$ cat src/rtl/fnd_pkg.sv
// Shared constants and pattern helpers for the four-digit FND anode drive.
// Polarity is passed in so every instance can pick its own board wiring.
package fnd_pkg;

  localparam int DIGITS = 4;
  localparam int SEL_W  = 2;

  typedef logic [DIGITS-1:0] digit_t;
  typedef logic [SEL_W-1:0]  sel_t;

  function automatic digit_t off_pattern(input bit active_low);
    return active_low ? '1 : '0;
  endfunction

  // Exactly one bit at its active level; everything else at the OFF level.
  function automatic digit_t on_pattern(input bit active_low, input sel_t idx);
    digit_t onehot;
    onehot = digit_t'(1) << idx;
    return active_low ? ~onehot : onehot;
  endfunction

endpackage

$ cat src/rtl/digit_blank_timer.sv
// Loadable down-counter that holds the display dark for a few cycles after a
// digit change; busy stays high while the count is nonzero.
module digit_blank_timer #(
  parameter int unsigned MAX_COUNT = 1,
  localparam int         W         = (MAX_COUNT > 0) ? $clog2(MAX_COUNT + 1) : 1
) (
  input  logic         clk,
  input  logic         rst,
  input  logic         clear,
  input  logic         load,
  input  logic [W-1:0] load_value,
  output logic         busy
);

  logic [W-1:0] count;

  // NOTE: sequential state uses non-blocking assignments so every flop samples
  // pre-edge values regardless of block ordering.
  always_ff @(posedge clk or posedge rst) begin
    if (rst) begin
      count <= '0;
    end else if (clear) begin
      count <= '0;
    end else if (load) begin
      count <= load_value;
    end else if (count != '0) begin
      count <= count - 1'b1;
    end
  end

  assign busy = (count != '0);

endmodule

$ cat src/rtl/digit_select_decoder.sv
// Registered, enable-gated 2-to-4 digit-select decoder for common-anode FND
// displays, with optional post-change blanking to suppress ghosting.
module digit_select_decoder
  import fnd_pkg::*;
#(
  parameter bit          ACTIVE_LOW   = 1'b1,
  parameter int unsigned BLANK_CYCLES = 0
) (
  input  logic             i_clk,
  input  logic             i_reset,
  input  logic             i_En,
  input  logic [SEL_W-1:0] i_DigitSelect,
  output logic [DIGITS-1:0] o_FND_Digit
);

  localparam bit     BLANK_EN = (BLANK_CYCLES != 0);
  localparam digit_t OFF      = off_pattern(ACTIVE_LOW);

  sel_t idx;
  logic en_hist;
  logic change;
  logic busy;

  // A change is an enable rise or a new index; only meaningful with blanking.
  always_comb begin
    change = 1'b0;
    if (BLANK_EN && i_En) begin
      change = !en_hist || (i_DigitSelect != idx);
    end
  end

  generate
    if (BLANK_EN) begin : g_timer
      localparam int TW = (BLANK_CYCLES > 0) ? $clog2(BLANK_CYCLES + 1) : 1;

      // The load edge itself is the first dark cycle, so B-1 more follow it.
      digit_blank_timer #(
        .MAX_COUNT (BLANK_CYCLES)
      ) u_timer (
        .clk        (i_clk),
        .rst        (i_reset),
        .clear      (!i_En),
        .load       (change),
        .load_value (TW'(BLANK_CYCLES - 1)),
        .busy       (busy)
      );
    end else begin : g_no_timer
      assign busy = 1'b0;
    end
  endgenerate

  always_ff @(posedge i_clk or posedge i_reset) begin
    if (i_reset) begin
      o_FND_Digit <= OFF;
      idx         <= '0;
      en_hist     <= 1'b0;
    end else if (!i_En) begin
      o_FND_Digit <= OFF;
      en_hist     <= 1'b0;
    end else begin
      en_hist <= 1'b1;
      // Without a change the select already equals idx, so tracking it is safe.
      idx     <= i_DigitSelect;
      if (!BLANK_EN) begin
        o_FND_Digit <= on_pattern(ACTIVE_LOW, i_DigitSelect);
      end else if (change || busy) begin
        o_FND_Digit <= OFF;
      end else begin
        o_FND_Digit <= on_pattern(ACTIVE_LOW, idx);
      end
    end
  end

endmodule

$ cat config.mk
export PLATFORM = sky130hd
export DESIGN_NAME = digit_select_decoder
export DESIGN_NICKNAME = d
export VERILOG_FILES = /design/src/rtl/fnd_pkg.sv /design/src/rtl/digit_blank_timer.sv /design/src/rtl/digit_select_decoder.sv
export SDC_FILE = /design/constraint.sdc
export NUM_CORES = 1
export LEC_CHECK = 0
export CORE_AREA = 2 2 39 41
export CTS_CLUSTER_DIAMETER = 100
export DETAILED_ROUTE_END_ITERATION = 10
export DIE_AREA = 0 0 41 43
export HOLD_SLACK_MARGIN = 0.12
export PLACE_DENSITY_LB_ADDON = 0.2
export REMOVE_ABC_BUFFERS = 1
export SETUP_SLACK_MARGIN = 0.15
export SLEW_MARGIN = 20
export SYNTH_ARGS = -nofsm -noshare
export SYNTH_HDL_FRONTEND = slang
export SYNTH_HIERARCHICAL = 1
export SYNTH_SLANG_ARGS = --single-unit
$ cat constraint.sdc
create_clock -name i_clk -period 0.8 [get_ports i_clk]
set_clock_uncertainty 0.05 [all_clocks]
set_input_delay 0.12 -clock i_clk [delete_from_list [all_inputs] [get_ports i_clk]]
set_output_delay 0.12 -clock i_clk [all_outputs]
set_load 0.01 [all_outputs]
[After elaboration in Yosys (flattened, before gate mapping)]
Cells that the tools add are included.
Storage, ports and cells
  register bits after elaboration: 4
  latch bits: 0
  memory bits (writable): 0
  bits in read-only memories: 0
  word-level logic and storage cells: 4
  memories: 0
Operators by class
  add/subtract/negate cells: 0
  multipliers: 0
  div/mod/pow operators: 0
  $lt $le $gt $ge: 0
  eq/ne operators: 0
  shift operators: 1
  muxes and demuxes: 1
  bitwise operators: 1
  reduce and logical (&&, ||, !) cells: 0
Operators with widths (count)
  $mux W4: 1
  $not A4 Y4: 1
  $shl A1 B2 Y4 const A: 1

[Longest topological paths before layout]
  depth after elaboration: 3
  mapped depth: 1
  gate-level depth less buffers: 1

[Worst setup path before layout]
Ideal clock, no wire load.
  kind: register to output
  from: register o_FND_Digit[0]
  to: output o_FND_Digit[0]
  arrival: 520 ps
  data required time: 630 ps
  setup slack: 110 ps
  stages on the path, launching flop included: 1
  cell sequence: dfstp_2
RTL lines
  start, declared: RTL line digit_select_decoder.sv:13  | output logic [DIGITS-1:0] o_FND_Digit
  start signal, assigned: RTL line digit_select_decoder.sv:65  | o_FND_Digit <= on_pattern(ACTIVE_LOW, i_DigitSelect);
  start signal, assigned: RTL line digit_select_decoder.sv:69  | o_FND_Digit <= on_pattern(ACTIVE_LOW, idx);
No word-level cell between the ends.

[Final worst setup path]
  from: register o_FND_Digit[2]
  to: output o_FND_Digit[2]
No word-level cell between the ends.

==> results by group <==
Critical path
  – Crit Path Max Fanout: 1
  – Worst path depth: 1
  – Kind of critical path: register to output pin
  – Top Family by Delay on Critical Path: flip-flops
  – Worst Setup SP: o_FND_Digit[2]
  – WP data arrival: about 0.84 ns
  – Setup crit end: o_FND_Digit[2]
  – Setup crit end kind: output pin
  – CP peak stage delay: ~0.52 ns
  – Cell-by-cell trace of the critical path: buf_6
  – Critical path startpoint category: register
  – Slowest cell on crit path: dfstp_2
  – Data required time of the worst path: between 0.6 and 0.7 ns
  – Buffer and inverter count on the worst path: 1

Die
  – Die width: approximately 41 µm
  – Full die area: ~1800 µm²
  – I/O pins: 9
  – Initial Util: 9.95%
  – # rows: 14
  – Placeable core area: approximately 1400 µm²
  – Chip height: between 40 and 50 µm

Placement
  – Placer congestion estimate: ~0.52
  – PortBufs: 8
  – DP Worst Slack: -0.386 ns

Global route
  – Largest net degree at the start of global routing: 5
  – Gr usage total: under 10%
  – Met3 Usage GRT: around 1.6%
  – Congestion Overflow GR: 0
  – GR met2 Demand/Resource: ~4.1%
  – GRT busiest layer: met4
  – M1 GR Usage: under 10%
  – Initial antenna violation count: 0
  – Vias in the first global route: roughly 120
  – First-pass GRT wire length: a little over 400 µm

Route
  – Vias per cell: between 3 and 4
  – Final ANT Viol Nets: 0
  – Pre-Repair DR Iteration Count: 1
  – Post-Route WL: 249 µm
  – Residual DRC: 0
  – WL/cell: 6.38 µm
  – Vias: 122
  – Iter 0 DRT Violations: 0

Cells and area
  – Biggest register: o_FND_Digit
  – Nets@finish: 30
  – Max reg flops: 4
  – Area Overhead vs Synth: 106%
  – Final Core Density: roughly 20%
  – Largest registers: o_FND_Digit: 4 flops
  – Layout cell share with drive strength beyond 1: roughly three fifths
  – Diode count: 0
  – Commonest non-fill, non-tap cells in the layout: dfstp_2 (4), buf_6 (4), clkbuf_4 (3), dlygate4sd2_1 (3), buf_4 (3)

Logic synthesis
  – Seq cells post-synth: 4
  – Synth Cell Area: around 140 µm²
  – Cells after Synth: 9
  – Library cells used by synthesis: 5
  – Yosys warnings: 6
  – Syn Area/Cell: 15.3 µm²
  – Seq/Total Area, Yosys: 76.4%

Power and ir drop
  – Cell Pwr Density: ~1900 nW/µm²
  – VDD IR-drop max: about 0.00034 V
  – Lkg Pwr: roughly 0.00013 µW

Min path
  – Hold depth: 2
  – Min-Delay Path Class: primary input to register

Clock network
  – Htree depth: 1
  – Reg clk slew, reported paths: about 0.040 ns
  – Cts hold-fix bufs: 0
  – CTS tree: yes
  – Post-CTS setup buffer count: 0
  – Clk sinks: 4
  – Inserted Clock Buffers: 3
  – Clock Root Buffer: clkbuf_4
  – Clock Tree Buf Depth: 2

Timing
  – Worst slew pin tran: roughly 0.13 ns
  – Fin crit share: 126%
  – RSZ-0062 raised after global routing: true
  – Final setup vio count: 4
  – Max-slew headroom: just over 90%
  – FMAX: 0.989 GHz
  – Post-route minimum period: around 1 ns
  – Final Hold Fails: 0
  – Setup ws final: -0.211 ns
  – Fin. max-slew vios: 0

Run status
  – Failing checks: setup timing
  – Status: finished, violations left

Job
  – Total of max-cap violations: 0
## power breakdown
group	internal [µW]	switching, µW	total [µW]
Sequential	217	3.45	221
Clock	167	78.0	245
Combinational	39.7	20.2	59.9
## how the worst min path moves through the flow
stage | start | end | slack (ns)
3_5_place_dp | i_reset | o_FND_Digit[0] | 0.45
4_1_cts | i_DigitSelect[0] | o_FND_Digit[0] | 0.18
2_1_floorplan | i_reset | o_FND_Digit[0] | 0.03
5_1_grt | i_DigitSelect[0] | o_FND_Digit[0] | 0.20
3_3_place_gp | i_reset | o_FND_Digit[0] | 0.46
6_report | i_DigitSelect[0] | o_FND_Digit[0] | 0.18
## cells in the mapped netlist
master	instances	area [µm²]
dfstp_2	4	105
inv_1	1	3.75
nand3_1	1	5.00
nand3b_1	2	15.0
or3b_1	1	8.76
## kinds of logic after synthesis
group	synth area share [%]
flip-flops	76.4
AND/OR/NAND/NOR	20.9
buffers and inverters	2.72
## metal layers
| layer | wire (µm) | vias up | share of wire [%] |
|---|---|---|---|
| li1 | - | 58 | - |
| met1 | 101 | 51 | 41 |
| met2 | 91 | 11 | 37 |
| met3 | 41 | 2 | 16 |
| met4 | 14 | 0 | 5.6 |
| met5 | 0 | - | 0 |
## metrics by stage
stage / hold WS [ns] / power, µW / cell area (µm²) / cells / setup TNS [ns]
2_1_floorplan: 0.0252 / 235 / 138 / 9 / 0
3_3_place_gp: 0.457 / 285 / 260 / 36 / -2.23
3_5_place_dp: 0.450 / 286 / 260 / 36 / -2.25
4_1_cts: 0.180 / 543 / 284 / 39 / -0.889
5_1_grt: 0.202 / 570 / 284 / 39 / -0.943
6_report: 0.181 / 526 / 284 / 39 / -0.840
## layout make-up
type,instances,area (µm²)
repair buffers,11,104
clock buffers,3,22.5
flip-flops and latches,4,105
fillers,146,1100
multi-input cells,4,28.8
well taps,16,20.0
inverters,1,3.75
## what timing repair did
action	CTS	global route
gates resized for setup	23	0
cloned	0	0
endpoints found under the setup margin	8	4
pin swaps	1	0
endpoints found under the hold margin	0	0
Note: power is estimated with default switching activity, not from simulation.
